<file path="src/rtl/drop_scheduler_pkg.sv">
// Shared types and constants for the piece-descent scheduler: level width,
// gravity speed table and FSM state encodings.
package drop_scheduler_pkg;
  localparam int LEVEL_LEN     = 4;
  localparam int DEF_MAX_LEVEL = 14;

  typedef enum logic [2:0] {
    DS_IDLE,
    DS_WAIT,
    DS_REQ,
    DS_LOCK,
    DS_COMMIT
  } ds_state_e;

  // Unscaled gravity period in cycles; levels past the table stay at the fastest entry.
  function automatic logic [33:0] speed_of(input logic [LEVEL_LEN-1:0] lvl);
    logic [33:0] s;
    case (int'(lvl))
      0:       s = 34'd100_000_000;
      1:       s = 34'd80_000_000;
      2:       s = 34'd60_000_000;
      3:       s = 34'd40_000_000;
      4:       s = 34'd20_000_000;
      5:       s = 34'd9_000_000;
      6:       s = 34'd8_000_000;
      7:       s = 34'd7_000_000;
      8:       s = 34'd6_000_000;
      9:       s = 34'd5_000_000;
      10:      s = 34'd4_000_000;
      11:      s = 34'd3_000_000;
      12:      s = 34'd2_000_000;
      default: s = 34'd1_000_000;
    endcase
    return s;
  endfunction
endpackage

</file>
<file path="src/rtl/drop_scheduler_gravity_lut.sv">
// Gravity period lookup: (level, soft_drop) -> cycles between step requests.
// Pure combinational so the preview/display path can share it.
module drop_scheduler_gravity_lut
  import drop_scheduler_pkg::*;
#(
  parameter int PERIOD_SCALE = 1,
  parameter int SOFT_PERIOD  = 1_000_000
) (
  input  logic [LEVEL_LEN-1:0] level_i,
  input  logic                 soft_drop_i,
  output logic [33:0]          period_o
);
  logic [33:0] grav;

  always_comb begin
    grav     = speed_of(level_i) / 34'(PERIOD_SCALE);
    period_o = (soft_drop_i && (grav > 34'(SOFT_PERIOD))) ? 34'(SOFT_PERIOD) : grav;
    // A zero period would underflow the compare; treat it as every cycle.
    if (period_o == '0) period_o = 34'd1;
  end
endmodule

</file>
<file path="src/rtl/drop_scheduler.sv">
// Game-flow controller: gravity timing, soft/hard drop, lock delay,
// line-clear bookkeeping and level advance, talking to the board over req/ack.
module drop_scheduler
  import drop_scheduler_pkg::*;
#(
  parameter int PERIOD_SCALE    = 1,
  parameter int SOFT_PERIOD     = 1_000_000,
  parameter int LOCK_CYCLES     = 50_000_000,
  parameter int LINES_PER_LEVEL = 10,
  parameter int START_LEVEL     = 0,
  parameter int MAX_LEVEL       = DEF_MAX_LEVEL
) (
  input  logic                 clk,
  input  logic                 rst_n,
  input  logic                 start_i,
  input  logic                 game_over_i,
  input  logic                 soft_drop_i,
  input  logic                 hard_drop_i,
  input  logic                 piece_moved_i,
  output logic                 step_req_o,
  input  logic                 step_ack_i,
  input  logic                 step_ok_i,
  output logic                 lock_req_o,
  input  logic                 lock_ack_i,
  input  logic [2:0]           lines_cleared_i,
  output logic [LEVEL_LEN-1:0] level_o,
  output logic [15:0]          lines_total_o,
  output logic                 running_o
);
  ds_state_e            state_q, state_d;
  logic [33:0]          cnt_q, cnt_d, period;
  logic                 hd_q, hd_d;
  logic [15:0]          lil_q, lil_d, lil_sum;
  logic [LEVEL_LEN-1:0] level_q, level_d;
  logic [15:0]          lines_q, lines_d;
  logic [16:0]          lines_sum;
  logic                 running_q, running_d;
  logic                 step_req_q, lock_req_q;
  logic [2:0]           n_lines;

  drop_scheduler_gravity_lut #(
    .PERIOD_SCALE(PERIOD_SCALE),
    .SOFT_PERIOD (SOFT_PERIOD)
  ) u_lut (
    .level_i    (level_q),
    .soft_drop_i(soft_drop_i),
    .period_o   (period)
  );

  always_comb begin
    state_d   = state_q;
    cnt_d     = cnt_q;
    hd_d      = hd_q;
    lil_d     = lil_q;
    level_d   = level_q;
    lines_d   = lines_q;
    running_d = running_q;
    n_lines   = (lines_cleared_i > 3'd4) ? 3'd4 : lines_cleared_i;
    lines_sum = {1'b0, lines_q} + 17'(n_lines);
    lil_sum   = lil_q + 16'(n_lines);

    case (state_q)
      DS_IDLE: if (start_i) begin
        level_d   = LEVEL_LEN'(START_LEVEL);
        lines_d   = '0;
        lil_d     = '0;
        running_d = 1'b1;
        cnt_d     = '0;
        hd_d      = 1'b0;
        state_d   = DS_WAIT;
      end
      DS_WAIT: begin
        cnt_d = cnt_q + 34'd1;
        if (hd_q || hard_drop_i) begin
          hd_d    = 1'b1;
          cnt_d   = '0;
          state_d = DS_REQ;
        end else if (cnt_q >= period - 34'd1) begin
          cnt_d   = '0;
          state_d = DS_REQ;
        end
      end
      DS_REQ: begin
        if (hard_drop_i) hd_d = 1'b1;
        if (step_ack_i) begin
          cnt_d = '0;
          if (step_ok_i)                 state_d = DS_WAIT;
          else if (hd_q || hard_drop_i)  state_d = DS_COMMIT;
          else                           state_d = DS_LOCK;
        end
      end
      DS_LOCK: begin
        cnt_d = cnt_q + 34'd1;
        // A successful move always retries gravity, even on the expiry cycle.
        if (piece_moved_i) begin
          cnt_d   = '0;
          state_d = DS_WAIT;
        end else if (hard_drop_i || (cnt_q >= 34'(LOCK_CYCLES - 1))) begin
          cnt_d   = '0;
          state_d = DS_COMMIT;
        end
      end
      DS_COMMIT: if (lock_ack_i) begin
        lines_d = lines_sum[16] ? 16'hFFFF : lines_sum[15:0];
        if (lil_sum >= 16'(LINES_PER_LEVEL)) begin
          lil_d = lil_sum - 16'(LINES_PER_LEVEL);
          if (level_q < LEVEL_LEN'(MAX_LEVEL)) level_d = level_q + 1'b1;
        end else begin
          lil_d = lil_sum;
        end
        hd_d    = 1'b0;
        cnt_d   = '0;
        state_d = DS_WAIT;
      end
      default: state_d = DS_IDLE;
    endcase

    // Level and line count are kept for the display after the game ends.
    if (game_over_i) begin
      state_d   = DS_IDLE;
      running_d = 1'b0;
      cnt_d     = '0;
      hd_d      = 1'b0;
    end
  end

  always_ff @(posedge clk or negedge rst_n) begin
    if (!rst_n) begin
      state_q    <= DS_IDLE;
      cnt_q      <= '0;
      hd_q       <= 1'b0;
      lil_q      <= '0;
      level_q    <= '0;
      lines_q    <= '0;
      running_q  <= 1'b0;
      step_req_q <= 1'b0;
      lock_req_q <= 1'b0;
    end else begin
      state_q    <= state_d;
      cnt_q      <= cnt_d;
      hd_q       <= hd_d;
      lil_q      <= lil_d;
      level_q    <= level_d;
      lines_q    <= lines_d;
      running_q  <= running_d;
      step_req_q <= (state_d == DS_REQ);
      lock_req_q <= (state_d == DS_COMMIT);
    end
  end

  assign step_req_o    = step_req_q;
  assign lock_req_o    = lock_req_q;
  assign level_o       = level_q;
  assign lines_total_o = lines_q;
  assign running_o     = running_q;
endmodule

</file>
<file path="config.mk">
export PLATFORM = sky130hd
export DESIGN_NAME = drop_scheduler
export DESIGN_NICKNAME = d
export VERILOG_FILES = /design/src/rtl/drop_scheduler_pkg.sv /design/src/rtl/drop_scheduler_gravity_lut.sv /design/src/rtl/drop_scheduler.sv
export SDC_FILE = /design/constraint.sdc
export NUM_CORES = 1
export LEC_CHECK = 0
export ABC_CLOCK_PERIOD_IN_PS = 9700
export CORE_UTILIZATION = 66
export CTS_CLUSTER_DIAMETER = 40
export DETAILED_ROUTE_END_ITERATION = 10
export PLACE_DENSITY = 0.87
export SYNTH_ARGS = -nofsm -noshare
export SYNTH_HDL_FRONTEND = slang
export SYNTH_HIERARCHICAL = 1
export SYNTH_SLANG_ARGS = --single-unit
</file>
<file path="constraint.sdc">
create_clock -name clk -period 9.7 [get_ports clk]
set_input_delay 1.94 -clock clk [delete_from_list [all_inputs] [get_ports clk]]
set_output_delay 1.94 -clock clk [all_outputs]
set_load 0.005 [all_outputs]
</file>
Yosys cells after proc, flatten, opt, wreduce, memory -nomap -nowiden
Memory sizes are Yosys's and may differ from the RTL's. Index checks and enable logic that the tools add are counted.

Bitwise operators: 0. Reductions and logical operators: 15. Multiply operators: 0. Multiplexer cells: 44. Shift-type cells: 0. Div/mod/pow operators: 0. Equality and inequality tests: 15. Add/subtract/negate cells: 6. Magnitude comparators: 6.

Operators with widths (count): $mux 34 (10); $pmux 34 s5 (1); $mux 16 (5); $pmux 16 s2 (2); $add 34x1->34 const B (1); $ge 34x26->1 const B (1); $ge 34x34->1 (1); $gt 34x20->1 const B (1); $logic_not 34->1 (1); $sub 34x1->34 const B (1); $mux 3 (11); $add 16x3->17 (1); $add 16x3->16 (1); $ge 16x4->1 const B (1); $mux 4 (4); $sub 16x4->16 const B (1); $ne 3x3->1 const B (5); $pmux 3 s5 (1); $reduce_and 5->1 (2); $eq 3x2->1 const B (3); $mux 1 (8); $ne 2x2->1 const B (4); $pmux 4 s2 (1); $eq 3x3->1 const B (2); 14 further kinds (17).

Logic and storage cells: 96. Memory bits (writable): 0. Bits in registers: 77. Bits in latches: 0. Memories: 1. Output and inout bits: 23. Input port bits: 13. ROM bits: 336.

Memory list: (no name shown) (depth 16, width 21, read ports 1, clocked after Yosys merged registers in 0, wr ports 0, line drop_scheduler_pkg.sv:18) `case (int'(lvl))`.

Longest topological paths before layout
An unclocked memory read counts as a cell.

Depth in word-level cells: 13. Mapped depth: 26. Mapped depth without buffers: 23.

By module
Netlist, hierarchy kept.

Modules (own cells, without submodules): drop_scheduler (seq. area each 1926.8 um^2, cells an instance 769, area each 6259.8 um^2, times used 1); drop_scheduler_gravity_lut (seq. area each 0.0 um^2, cells an instance 88, area each 600.6 um^2, times used 1).

Worst setup path before layout
No wires, ideal clock.

Kind: input port to flip-flop. Start point: input port soft_drop_i. End point: register cnt_q[18]. Data required time: 9.618 ns. Arrival time: 6.266 ns. Stages: 20. Library setup time: 0.082 ns. Buffers on the path: 3. Setup slack: 3.353 ns. Path through: clkbuf_1 a21oi_1 or4_1 or3_1 or3_1 nor2_1 nand2_1 nor3_1 xnor2_1 ha_1 a21o_1 a2111oi_0 o21ai_0 nor2_1 nand4_1 a21oi_1 buf_4 buf_2 nand2_1 a31oi_1.

Word-level cells in the longest chain between the ends: 10.

Ends and longest elaborated chain: start: declaration (line drop_scheduler.sv:17) `input logic soft_drop_i,`; $logic_and 1x1->1 (*) (line drop_scheduler_gravity_lut.sv:17) `period_o = (soft_drop_i && (grav > 34'(SOFT_PERIOD))) ? 34'(SOFT_PERIOD) : grav;`; $mux 34 (*) (line drop_scheduler_gravity_lut.sv:17); $logic_not 34->1 (line drop_scheduler_gravity_lut.sv:19) `if (period_o == '0) period_o = 34'd1;`; $mux 34 (*) (line drop_scheduler_gravity_lut.sv:19); named net period[10] (line drop_scheduler.sv:31) `logic [33:0] cnt_q, cnt_d, period;`; $sub 34x1->34 (*) (line drop_scheduler.sv:78) `end else if (cnt_q >= period - 34'd1) begin`; $ge 34x34->1 (*) (line drop_scheduler.sv:78); $mux 34 (*) (line drop_scheduler.sv:78); $mux 34 (*) (line drop_scheduler.sv:74) `if (hd_q || hard_drop_i) begin`; $pmux 34 s5 (*) (line drop_scheduler.sv:62) `case (state_q)`; $mux 34 (*) (line drop_scheduler.sv:119) `if (game_over_i) begin`; end signal: assignment (line drop_scheduler.sv:140) `cnt_q <= cnt_d;`; end: declaration (line drop_scheduler.sv:31).

The timed path passes the listed nets; every way through them passes the cells marked *. A chain may end at the register's enable or synchronous reset.

Final worst setup path
Start point: input port soft_drop_i. End point: register cnt_q[24].

Same word-level chain as after synthesis.

==> results.tsv <==
metric	value	unit
outcome	complete, no violations	
number of buffers inserted by hold repair at cts	0	
Final Critical Period	7819	ps
sequential cell area fraction in the yosys report	28.09	%
#FFs+latches synth	77	
vias	6621	
WL/cell	16.94	um
Final Slew Violations	0	
vias in the first global route	6145	
worst slew pin tran	1182	ps
share of cells above drive strength 1	4.363	%
crit path DAT	8110	ps
CP Cell Sequence	clkdlybuf4s50_1 -> o21ai_2 -> o211ai_1 -> or4_1 -> or3_1 -> or3_1 -> nor2_1 -> nand2_1 -> nor3_1 -> xnor2_1 -> ha_1 -> a21o_1 -> a2111oi_0 -> o21ai_0 -> nor2_1 -> nand4_1 -> a21oi_4 -> o21ai_0 -> a31oi_1	
VDD IR max	0.07748	mV
slowest cell on the critical path	a21oi_4	
post-synth cell types	71	
clock slew at reported path FFs	90	ps
Synth Cell Area	6860	um^2
Die W	104.0	um
Via density	6.595	
Leak	2.996	nW
CTS tree	done	
H-tree levels	3	
fmax	127.9	MHz
final total power	0.7063	mW
Most used DFF post-synth	dfrtp_1	
Routed WL	17010	um
CTS root buffer	clkbuf_8	
I/O Buffers	35	
post-synth top area share	28.09	%
Worst-Skew Late Latency	370	ps
Slew headroom	21.01	%
gr usage total	31.94	%
Worst Clk Skew	9.128	ps
DIE HEIGHT	104.0	um
Setup violations, final	0	
PD cells	95.61	nW/um^2
worst-path fanout max	51	
delay-heaviest family, CP	compound AO/OA/AOI/OAI gates	
Worst path max stage delay	970	ps
post-CTS setup buffer count	0	
Critical Path RT	9990	ps
initial drt markers	454	
largest net degree at the start of global routing	78	
setup TNS	0	ps
worst hold path depth	2	
crit path capture type	flop	
core region area	9910	um^2
CTS buffer count	9	
Synth area leader	dfrtp_1	
Die ar.	10810	um^2
Synth Instances	857	
ANT cells	0	
RSZ-0062 raised after global routing	no	
clock sink count	77	
Mean Syn Cell Area	8.005	um^2
Area Overhead vs Synth	7.678	%
Worst Hold Class	flop to flop	
Initial Util	69.23	%
Detail Placement HPWL	12060	um
Final GP Congestion	0.8935	
Final Instance Area	7387	um^2
R2R cell count	21	
Detail Route Antenna Nets	0	
most frequent cell after synthesis	dfrtp_1	
Rows	36	
nets	931	
placed instance area	7164	um^2
Critical Path Stages	19	
CTS resizes	0	
DR DRC count	0	
Clock Path Buffers	2	
Post-synth EDFFs	0	
drt pass-1 iters	5	
crit path kind	primary input to flop	
total grt overflow	0	
Commonest cells post-synth	77 x dfrtp_1, 73 x a21oi_1, 71 x nand2_1	
synth warn	6	
crit start category	primary input	
Synth area leaders	dfrtp_1 28%, ha_1 9.1%, a21oi_1 5.3%, xnor2_1 4.2%, nand2_1 3.9%	
global-route wire length before repair	28610	um
fraction of registers with async set/reset	100.0	%
max_cap viols	0	
final period utilization	80.61	%
initial antenna violation count	0	
endpoints failing hold	0	
I/O pin cnt	36	
Critical path buffers and inverters	1	
## sequential cells by signal, summed over array words and instances, names as in the netlist
register       count
running_o          1
cnt_q             34
step_req_o         1
state_q            3
level_o            4
lock_req_o         1
lil_q             16
lines_total_o     16
hd_q               1
## layout make-up
| class | count | area [um^2] |
|---|---|---|
| well taps | 133 | 166.4 |
| inverters | 33 | 123.9 |
| multi-input cells | 709 | 4592 |
| flip-flops and latches | 77 | 1927 |
| clock buffers | 9 | 123.9 |
| fillers | 760 | 2522 |
| repair buffers | 36 | 355.3 |
| clock inverters | 7 | 98.84 |
## cell families after synthesis
group,Yosys count,synth area share (%)
mux,12,1.970
simple gates,351,26.43
compound gates,232,21.63
other cells,1,0.05466
xor+xnor,49,6.256
flops,77,28.09
buf+inv,83,5.873
fa+ha+maj,52,9.703
## where the power goes
part / internal (mW) / switching, mW / total [mW] / leakage [nW]
Sequential: 0.323 / 0.00451 / 0.328 / 1.07
Combinational: 0.0338 / 0.0638 / 0.0976 / 1.81
Clock: 0.146 / 0.135 / 0.281 / 0.110
## worst paths after layout
path	start	to	slack [ps]
hold / removal	lil_q[0]$_DFFE_PN0P_	lil_q[0]$_DFFE_PN0P_	510
setup reg to reg	level_o[1]$_DFFE_PN0P_	cnt_q[24]$_DFFE_PN0P_	2820
min in group asynchronous	rst_n	lil_q[14]$_DFFE_PN0P_	1730
max in group asynchronous	rst_n	cnt_q[10]$_DFFE_PN0P_	7330
hold reg to reg	lil_q[0]$_DFFE_PN0P_	lil_q[0]$_DFFE_PN0P_	510
setup / recovery	soft_drop_i	cnt_q[24]$_DFFE_PN0P_	1880
## metal layers
| layer | share of wire, % | up-vias | track usage, % |
|---|---|---|---|
| met4 | 1.9 | 0 | 10.20 |
| met3 | 6.4 | 35 | 4.637 |
| met2 | 48 | 259 | 53.86 |
| met5 | 0 | - | 0 |
| li1 | - | 3150 | - |
| met1 | 44 | 3177 | 42.21 |
## tightest hold or removal path, cell delays in order, from the launching register on
cell and delay, ps:
dfrtp_1 360, nand2_1 50, o21ai_0 70
## through the flow
stage               hold slack (ps)  utilization (%)  cells  worst slack, ps
floorplan                     456.3                -    869             3353
global placement              477.5            72.30    988             1950
detailed placement            500.4            72.30    988             1617
CTS                           518.5            74.55   1004             1985
global route                  535.8            74.55   1004             1350
finish                        513.3            74.55   1004             1881
## layout by cell type (no fill, tap or decap), types with 4 or more instances in the layout
cell / netlist / routed
a41oi_1: 6 / 6
xor2_1: 16 / 16
clkdlybuf4s50_1: 0 / 34
a21oi_1: 73 / 72
nor3_1: 32 / 31
a21o_1: 17 / 17
a31oi_1: 26 / 26
or2_1: 5 / 5
nand2b_1: 18 / 18
mux2i_1: 9 / 9
nand3_1: 45 / 45
xnor2_1: 33 / 33
a311oi_1: 7 / 7
o21ai_0: 30 / 30
nand3b_1: 5 / 5
conb_1: 1 / 13
a22o_1: 4 / 4
ha_1: 50 / 50
or4_1: 7 / 7
nand2_1: 71 / 71
and3_1: 16 / 16
or3_1: 23 / 23
dfrtp_1: 77 / 77
nor4_1: 13 / 13
o211ai_1: 4 / 4
a211oi_1: 17 / 17
nand4_1: 16 / 16
and2_1: 7 / 7
nor2b_1: 8 / 8
nor2_1: 68 / 68
clkbuf_8: 0 / 9
o21a_1: 6 / 6
o21ai_1: 17 / 17
inv_1: 32 / 32
(Power assumes the default switching activity.)
